**config.mk**
```make
export PLATFORM = sky130hd
export DESIGN_NAME = s100_mem_bus_slave
export DESIGN_NICKNAME = d
export VERILOG_FILES = /design/src/rtl/s100_pkg.sv /design/src/rtl/s100_sync.sv /design/src/rtl/s100_mem_bus_slave.sv
export SDC_FILE = /design/constraint.sdc
export NUM_CORES = 1
export LEC_CHECK = 0
export ABC_AREA = 1
export CORE_ASPECT_RATIO = 0.6
export CORE_UTILIZATION = 45
export CTS_BUF_LIST = sky130_fd_sc_hd__clkbuf_8
export DETAILED_ROUTE_END_ITERATION = 12
export GPL_TIMING_DRIVEN = 0
export PLACE_DENSITY = 0.75
export SLEW_MARGIN = 0
export SYNTH_ARGS = -nofsm -noshare
export SYNTH_HDL_FRONTEND = slang
export SYNTH_SLANG_ARGS = --single-unit
```
**constraint.sdc**
```tcl
create_clock -name i_clk -period 3.25 [get_ports i_clk]
set_input_delay 0.975 -clock i_clk [delete_from_list [all_inputs] [get_ports i_clk]]
set_output_delay 0.975 -clock i_clk [all_outputs]
set_load 0.03 [all_outputs]
```
**src/rtl/s100_pkg.sv**
```systemverilog
// Shared constants for the S-100 memory bus slave: widths, FSM encodings,
// the floating-bus data value and the window decode helper.
package s100_pkg;

  localparam int ADDR_W = 16;
  localparam int DATA_W = 8;

  // Value returned to the CPU when the RAM never answers a read.
  localparam logic [DATA_W-1:0] BUS_FLOAT = 8'hFF;

  // FSM encodings.
  localparam logic [2:0] S_IDLE     = 3'd0;
  localparam logic [2:0] S_RD_REQ   = 3'd1;
  localparam logic [2:0] S_RD_WAIT  = 3'd2;
  localparam logic [2:0] S_RD_DRIVE = 3'd3;
  localparam logic [2:0] S_WR_WAIT  = 3'd4;
  localparam logic [2:0] S_WR_ISSUE = 3'd5;
  localparam logic [2:0] S_WR_DONE  = 3'd6;

  // Window hit. The compare is done in 17 bits so a shift of 16 leaves
  // zero on both sides, which makes a 64 KiB window always hit.
  function automatic logic win_hit(input logic [ADDR_W-1:0] addr,
                                   input logic [ADDR_W-1:0] base,
                                   input int                win_log2);
    logic [ADDR_W:0] a_ext;
    logic [ADDR_W:0] b_ext;
    a_ext = {1'b0, addr} >> win_log2;
    b_ext = {1'b0, base} >> win_log2;
    return a_ext == b_ext;
  endfunction

endpackage

```
**src/rtl/s100_sync.sv**
```systemverilog
// N-stage level synchronizer for one asynchronous bus control input.
// The reset value lets active-low strobes come out of reset inactive.
module s100_sync #(
  parameter int   STAGES  = 2,
  parameter logic RST_VAL = 1'b0
) (
  input  logic i_clk,
  input  logic i_reset,
  input  logic i_d,
  output logic o_q
);

  logic [STAGES-1:0] sync_q;
  logic [STAGES-1:0] sync_d;

  // Shift the raw input in at the bottom of the chain.
  always_comb begin
    sync_d = {sync_q[STAGES-2:0], i_d};
  end

  // Synchronizer flops, cleared to the inactive level.
  always_ff @(posedge i_clk) begin
    if (i_reset) sync_q <= {STAGES{RST_VAL}};
    else         sync_q <= sync_d;
  end

  assign o_q = sync_q[STAGES-1];

endmodule

```
**src/rtl/s100_mem_bus_slave.sv**
```systemverilog
// S-100 memory bus slave front-end for s100_ram. Decodes a bus cycle on the
// synchronized pSYNC edge, issues exactly one single-cycle RAM request per
// cycle, and holds PRDY low until a read completes or times out.
//
// RAM request handshake: o_rd_enable / o_wr_enable are one-cycle pulses that
// are only raised in a cycle where i_busy was sampled low; a read completes
// on the first cycle i_rd_ready is high while waiting for it.
module s100_mem_bus_slave
  import s100_pkg::*;
#(
  parameter logic [ADDR_W-1:0] BASE_ADDR   = 16'h0000,
  parameter int                WIN_LOG2    = 16,
  parameter int                SYNC_STAGES = 2,
  parameter int                RD_TIMEOUT  = 255
) (
  input  logic              i_clk,
  input  logic              i_reset,
  input  logic [ADDR_W-1:0] i_bus_addr,
  input  logic [DATA_W-1:0] i_bus_dout,
  input  logic              i_smemr,
  input  logic              i_swo_n,
  input  logic              i_psync,
  input  logic              i_pdbin,
  input  logic              i_pwr_n,
  output logic [DATA_W-1:0] o_bus_din,
  output logic              o_bus_din_oe,
  output logic              o_prdy,
  output logic [ADDR_W-1:0] o_wr_addr,
  output logic [DATA_W-1:0] o_wr_data,
  output logic              o_wr_enable,
  output logic [ADDR_W-1:0] o_rd_addr,
  output logic              o_rd_enable,
  input  logic [DATA_W-1:0] i_rd_data,
  input  logic              i_rd_ready,
  input  logic              i_busy,
  output logic              o_timeout
);

  localparam logic [7:0] RD_TO = 8'(RD_TIMEOUT);

  logic psync_s, pdbin_s, pwr_n_s, smemr_s, swo_n_s;

  s100_sync #(.STAGES(SYNC_STAGES), .RST_VAL(1'b0)) u_sync_psync (
    .i_clk(i_clk), .i_reset(i_reset), .i_d(i_psync), .o_q(psync_s));
  s100_sync #(.STAGES(SYNC_STAGES), .RST_VAL(1'b0)) u_sync_pdbin (
    .i_clk(i_clk), .i_reset(i_reset), .i_d(i_pdbin), .o_q(pdbin_s));
  s100_sync #(.STAGES(SYNC_STAGES), .RST_VAL(1'b1)) u_sync_pwr_n (
    .i_clk(i_clk), .i_reset(i_reset), .i_d(i_pwr_n), .o_q(pwr_n_s));
  s100_sync #(.STAGES(SYNC_STAGES), .RST_VAL(1'b0)) u_sync_smemr (
    .i_clk(i_clk), .i_reset(i_reset), .i_d(i_smemr), .o_q(smemr_s));
  s100_sync #(.STAGES(SYNC_STAGES), .RST_VAL(1'b1)) u_sync_swo_n (
    .i_clk(i_clk), .i_reset(i_reset), .i_d(i_swo_n), .o_q(swo_n_s));

  logic [2:0]        state_q, state_d;
  logic [ADDR_W-1:0] addr_q, addr_d;
  logic [7:0]        cnt_q, cnt_d;
  logic              prdy_q, prdy_d;
  logic [DATA_W-1:0] din_q, din_d;
  logic              oe_q, oe_d;
  logic [ADDR_W-1:0] wr_addr_q, wr_addr_d;
  logic [DATA_W-1:0] wr_data_q, wr_data_d;
  logic              wr_en_q, wr_en_d;
  logic [ADDR_W-1:0] rd_addr_q, rd_addr_d;
  logic              rd_en_q, rd_en_d;
  logic              timeout_q, timeout_d;
  logic              psync_prev_q, psync_prev_d;
  logic              pdbin_prev_q, pdbin_prev_d;
  logic              pwr_n_prev_q, pwr_n_prev_d;

  logic       psync_rise, pdbin_fall, pwr_fall, hit;
  logic [7:0] cnt_inc;

  // Edge detection on synchronized strobes and raw-address window decode.
  always_comb begin
    psync_rise = psync_s & ~psync_prev_q;
    pdbin_fall = pdbin_prev_q & ~pdbin_s;
    pwr_fall   = pwr_n_prev_q & ~pwr_n_s;
    hit        = win_hit(i_bus_addr, BASE_ADDR, WIN_LOG2);
    cnt_inc    = cnt_q + 8'd1;
  end

  // Bus cycle FSM and registered output next-state.
  always_comb begin
    state_d      = state_q;
    addr_d       = addr_q;
    cnt_d        = cnt_q;
    prdy_d       = prdy_q;
    din_d        = din_q;
    oe_d         = oe_q;
    wr_addr_d    = wr_addr_q;
    wr_data_d    = wr_data_q;
    wr_en_d      = 1'b0;
    rd_addr_d    = rd_addr_q;
    rd_en_d      = 1'b0;
    timeout_d    = timeout_q;
    psync_prev_d = psync_s;
    pdbin_prev_d = pdbin_s;
    pwr_n_prev_d = pwr_n_s;

    case (state_q)
      S_IDLE: begin
        oe_d = 1'b0;
        if (psync_rise) begin
          addr_d = i_bus_addr;
          if (smemr_s && hit) begin
            state_d = S_RD_REQ;
            prdy_d  = 1'b0;
          end else if (!swo_n_s && !smemr_s && hit) begin
            state_d = S_WR_WAIT;
          end
        end
      end
      S_RD_REQ: begin
        if (!i_busy) begin
          rd_en_d   = 1'b1;
          rd_addr_d = addr_q;
          cnt_d     = 8'd0;
          state_d   = S_RD_WAIT;
        end
      end
      S_RD_WAIT: begin
        if (i_rd_ready) begin
          din_d   = i_rd_data;
          prdy_d  = 1'b1;
          state_d = S_RD_DRIVE;
        end else begin
          cnt_d = cnt_inc;
          if (cnt_inc == RD_TO) begin
            din_d     = BUS_FLOAT;
            timeout_d = 1'b1;
            prdy_d    = 1'b1;
            state_d   = S_RD_DRIVE;
          end
        end
      end
      S_RD_DRIVE: begin
        oe_d = pdbin_s;
        if (pdbin_fall) begin
          oe_d    = 1'b0;
          state_d = S_IDLE;
        end
      end
      S_WR_WAIT: begin
        prdy_d = 1'b1;
        if (pwr_fall) begin
          wr_data_d = i_bus_dout;
          wr_addr_d = addr_q;
          state_d   = S_WR_ISSUE;
        end
      end
      S_WR_ISSUE: begin
        if (!i_busy) begin
          wr_en_d = 1'b1;
          prdy_d  = 1'b1;
          state_d = S_WR_DONE;
        end else begin
          prdy_d = 1'b0;
        end
      end
      S_WR_DONE: begin
        prdy_d = 1'b1;
        if (pwr_n_s) state_d = S_IDLE;
      end
      default: begin
        state_d = S_IDLE;
        prdy_d  = 1'b1;
        oe_d    = 1'b0;
      end
    endcase
  end

  // State registers; reset releases the bus and abandons any pending request.
  always_ff @(posedge i_clk) begin
    if (i_reset) begin
      state_q      <= S_IDLE;
      addr_q       <= '0;
      cnt_q        <= '0;
      prdy_q       <= 1'b1;
      din_q        <= '0;
      oe_q         <= 1'b0;
      wr_addr_q    <= '0;
      wr_data_q    <= '0;
      wr_en_q      <= 1'b0;
      rd_addr_q    <= '0;
      rd_en_q      <= 1'b0;
      timeout_q    <= 1'b0;
      psync_prev_q <= 1'b0;
      pdbin_prev_q <= 1'b0;
      pwr_n_prev_q <= 1'b1;
    end else begin
      state_q      <= state_d;
      addr_q       <= addr_d;
      cnt_q        <= cnt_d;
      prdy_q       <= prdy_d;
      din_q        <= din_d;
      oe_q         <= oe_d;
      wr_addr_q    <= wr_addr_d;
      wr_data_q    <= wr_data_d;
      wr_en_q      <= wr_en_d;
      rd_addr_q    <= rd_addr_d;
      rd_en_q      <= rd_en_d;
      timeout_q    <= timeout_d;
      psync_prev_q <= psync_prev_d;
      pdbin_prev_q <= pdbin_prev_d;
      pwr_n_prev_q <= pwr_n_prev_d;
    end
  end

  assign o_bus_din    = din_q;
  assign o_bus_din_oe = oe_q;
  assign o_prdy       = prdy_q;
  assign o_wr_addr    = wr_addr_q;
  assign o_wr_data    = wr_data_q;
  assign o_wr_enable  = wr_en_q;
  assign o_rd_addr    = rd_addr_q;
  assign o_rd_enable  = rd_en_q;
  assign o_timeout    = timeout_q;

endmodule

```
==> results.md, run 1 <==
* Post-synth EDFFs at 0
* Placed cell areas at 4630 sq um
* Clock sink count at 93
* Initial antenna violation count at 0
* Vias in the first global route at 3065
* Post-CTS Setup Inserts at 0
* Seq/Total Area, Yosys at 52.2%
* First-pass GRT wire length at 14600 microns
* CTS Buffer Depth at 2
* Diode count at 0
* YS warnings at 0
* Final min period at 2.38 ns
* CP Buf/Inv Count at 1
* Synth Flop Type: dfxtp_1
* Crit. End Element: output port
* H-tree levels at 3
* Crit-path max FO at 2
* Post-route clock period utilization at 73.2%
* Reg clk slew, reported paths at 0.08 ns
* Post-route cell area at 4790 sq um
* Setup Skew at 0.00596 ns
* Syn Area/Cell at 7.48 sq um
* Lkg Pwr at 1.90 nW
* Final antenna-violating net count at 0
* Top post-synthesis cells by area: dfxtp_1, nor2_1, o21ai_0, nand2_1, inv_1
* PortBufs at 93
* Via count at 3335
* Initial Utilization at 47.7%
* Family with the most delay on the worst path: buffers and inverters
* Top cell type's share of synthesized area at 52.2%
* Worst Max-Slew Pin Slew at 0.549 ns
* P&R area growth vs syn at 34.4%
* RSZ-0062 raised after global routing: no
* Row count at 24
* Die H at 71.0 microns
* Wirelength per Cell at 12.9 microns
* Pre-Repair DR Iteration Count at 5
* Fraction of registers with async set/reset at 0%
* Hold-fix buffers, CTS at 0
* Post-Syn Nets at 520
* Final #Nets at 624
* Final hold vios at 0
* Resized Gates After CTS at 0
* PwrDens at 563 nW/um^2
* Routed WL at 8900 microns
* DP Wirelength at 6800 microns
* Root Buffer: clkbuf_8
* Type of the worst setup path: flip-flop to output port
* Req. time, crit path at 2.27 ns
* GRT Util Overall at 22.9%
* Final GP Congestion at 0.814
* Die Width at 117 microns
* Fraction of layout cells with a size suffix above 1 at 6.68%
* Max VDD drop at 0.000298 V
* I/O pin cnt at 94
* CTS tree: done
* Post-Syn Area at 3570 sq um
* Setup TNS at 0 ns
* Flops & latches, synth at 93
* Setup Viol. Count Final at 0
* Total CTS buffers at 9
* Slew headroom at 63.4%
* Core area at 7480 sq um
* Crit path largest cell delay at 0.71 ns
* Max Freq at 0.420 GHz
* Die ar. at 8300 sq um
* Critical path startpoint category: flip-flop
* Crit path DAT at 1.40 ns
* CP Cell Sequence: clkdlybuf4s50_1
* Avg Vias per Cell at 4.85
* Status: finished clean
* Post-route DRC at 0
* Clock Latency Late Sink at 0.36 ns
* Grt ovf at 0
* Gate Count Post-Synth at 477
* CP max stage cell: clkdlybuf4s50_1
* Final Slew Violations at 0
* Max_cap viols at 0
* HP Class: flip-flop to flip-flop
* Cell taking the most area after synthesis: dfxtp_1
* Synth cell types at 30
* DRT iter0 DRCs at 225
* Largest net degree at the start of global routing at 14
-- per-stage QoR --
stage	hold WS, ns	util [%]	instances	setup WS [ns]	power [mW]
after CTS	0.406	64.1	688	0.849	2.72
after floorplan	0.388	-	477	1.48	1.77
final	0.403	64.1	688	0.871	2.70
after global routing	0.433	64.1	688	0.824	2.85
after global placement	0.393	61.9	674	0.635	2.03
after detailed placement	0.395	61.9	674	0.571	2.05
-- cells in the mapped netlist, types with 2 or more instances --
library cell  instances
clkbuf_1             14
clkinv_1              2
nand3_1              15
or2_2                 4
nor2_2                6
nand2_2               2
inv_1                35
inv_2                 2
buf_2                 3
a211oi_1              3
nand2_4               2
a21oi_2               2
o21ai_0              62
dfxtp_1              93
nand2_1              53
nor2_1              149
nand4_1               3
nand3_2               2
a21oi_1              13
ha_1                  2
-- cells in the final DEF (no fill, tap or decap) --
master           netlist  layout
o211ai_1               1       1
clkdlybuf4s50_1        0      93
nand2_1               53      53
nor3_1                 1       1
or2_2                  4       4
dfxtp_1               93      93
nand4_1                3       3
nor2_2                 6       6
inv_2                  2       2
nand3_2                2       2
nand2_4                2       2
clkbuf_1              14      14
a21oi_1               13      13
inv_1                 35      36
o21ai_0               62      62
clkinv_1               2       2
o21a_1                 1       1
buf_6                  1       1
a211oi_1               3       3
ha_1                   2       2
nor4_1                 1       1
buf_2                  3       3
nor2_1               149     149
o211a_1                1       1
nand2_2                2       2
a21oi_2                2       2
clkinv_2               0       2
nand3_1               15      15
a31oi_1                1       1
o21bai_2               1       1
nor3_2                 1       1
clkbuf_8               0      11
o21bai_1               1       1
-- cell type report --
| cell class | instances | area [sq um] |
|---|---|---|
| Sequential cell | 93 | 1860 |
| Clock inverter | 3 | 13.8 |
| Clock buffer | 11 | 151 |
| Timing Repair Buffer | 93 | 931 |
| Tap cell | 104 | 130 |
| Buffer | 18 | 78.8 |
| Fill cell | 636 | 2680 |
| Multi-Input combinational cell | 327 | 1480 |
| Inverter | 39 | 146 |
-- kinds of logic after synthesis --
family	Yosys count	share of synthesized area (%)
flops	93	52.2
fa+ha+maj	2	0.701
buf+inv	57	6.31
compound gates	86	13.0
simple gates	239	27.8
-- worst paths after layout --
path | cells after the start | start | slack [ns] | endpoint
max | 1 | o_rd_addr[11] | 0.87 | o_rd_addr[11]
min | 2 | u_sync_pdbin.sync_q[0] | 0.40 | u_sync_pdbin.sync_q[1]
max reg2reg | 11 | cnt_q[1] | 1.33 | state_q[2]
min reg2reg | 2 | u_sync_pdbin.sync_q[0] | 0.40 | u_sync_pdbin.sync_q[1]
-- layer usage --
layer  share of wire (%)  vias up  track usage, %  routed length (microns)
met5                   0        -               0                        0
met4                 2.3        0            9.00                      209
met3                 6.1       21            5.83                      542
met2                  41       93            32.5                     3670
met1                  50     1504            33.1                     4480
li1                    -     1717               -                        -
-- power breakdown --
part,switching [mW],internal [mW],total (mW)
Clock,0.362,0.306,0.668
Combinational,0.414,0.272,0.685
Sequential,0.0858,1.26,1.35
-- registers in the layout, indices dropped and copies added (netlist names), 2 cells and up --
signal,cells
u_sync_psync.sync_q,2
u_sync_swo_n.sync_q,2
addr_q,16
o_bus_din,8
u_sync_smemr.sync_q,2
o_wr_data,8
u_sync_pwr_n.sync_q,2
u_sync_pdbin.sync_q,2
state_q,3
o_rd_addr,16
cnt_q,8
o_wr_addr,16
Power figures use the tool's default switching activity.
==> inputs of run 2 (changes only) <==
==> constraint.sdc (replaced) <==
create_clock -name i_clk -period 2.4 [get_ports i_clk]
set_input_delay 0.72 -clock i_clk [delete_from_list [all_inputs] [get_ports i_clk]]
set_output_delay 0.72 -clock i_clk [all_outputs]
set_load 0.03 [all_outputs]
==> results of run 2 <==
Same layout as run 1 (identical final DEF). Status: finished clean.
Main changes from that run: setup slack after placement 0.571 ns -> -0.0242 ns; setup slack after layout 0.871 ns -> 0.276 ns; register-to-register setup slack 1.33 ns -> 0.48 ns; total power 2.70 mW -> 3.66 mW; worst IR drop on VDD 0.000298 V -> 0.000403 V
==> inputs of run 3 (changes only) <==
--- a/config.mk
+++ b/config.mk
@@ -6,6 +6,7 @@
 export NUM_CORES = 1
 export LEC_CHECK = 0
 export ABC_AREA = 1
+export CAP_MARGIN = 20
 export CORE_ASPECT_RATIO = 0.6
 export CORE_UTILIZATION = 45
 export CTS_BUF_LIST = sky130_fd_sc_hd__clkbuf_8
==> results of run 3 <==
Same layout as run 1 (identical final DEF). Status: finished clean.
Main changes from that run: setup slack after placement 0.571 ns -> -0.0242 ns; setup slack after layout 0.871 ns -> 0.276 ns; register-to-register setup slack 1.33 ns -> 0.48 ns; total power 2.70 mW -> 3.66 mW; worst IR drop on VDD 0.000298 V -> 0.000403 V
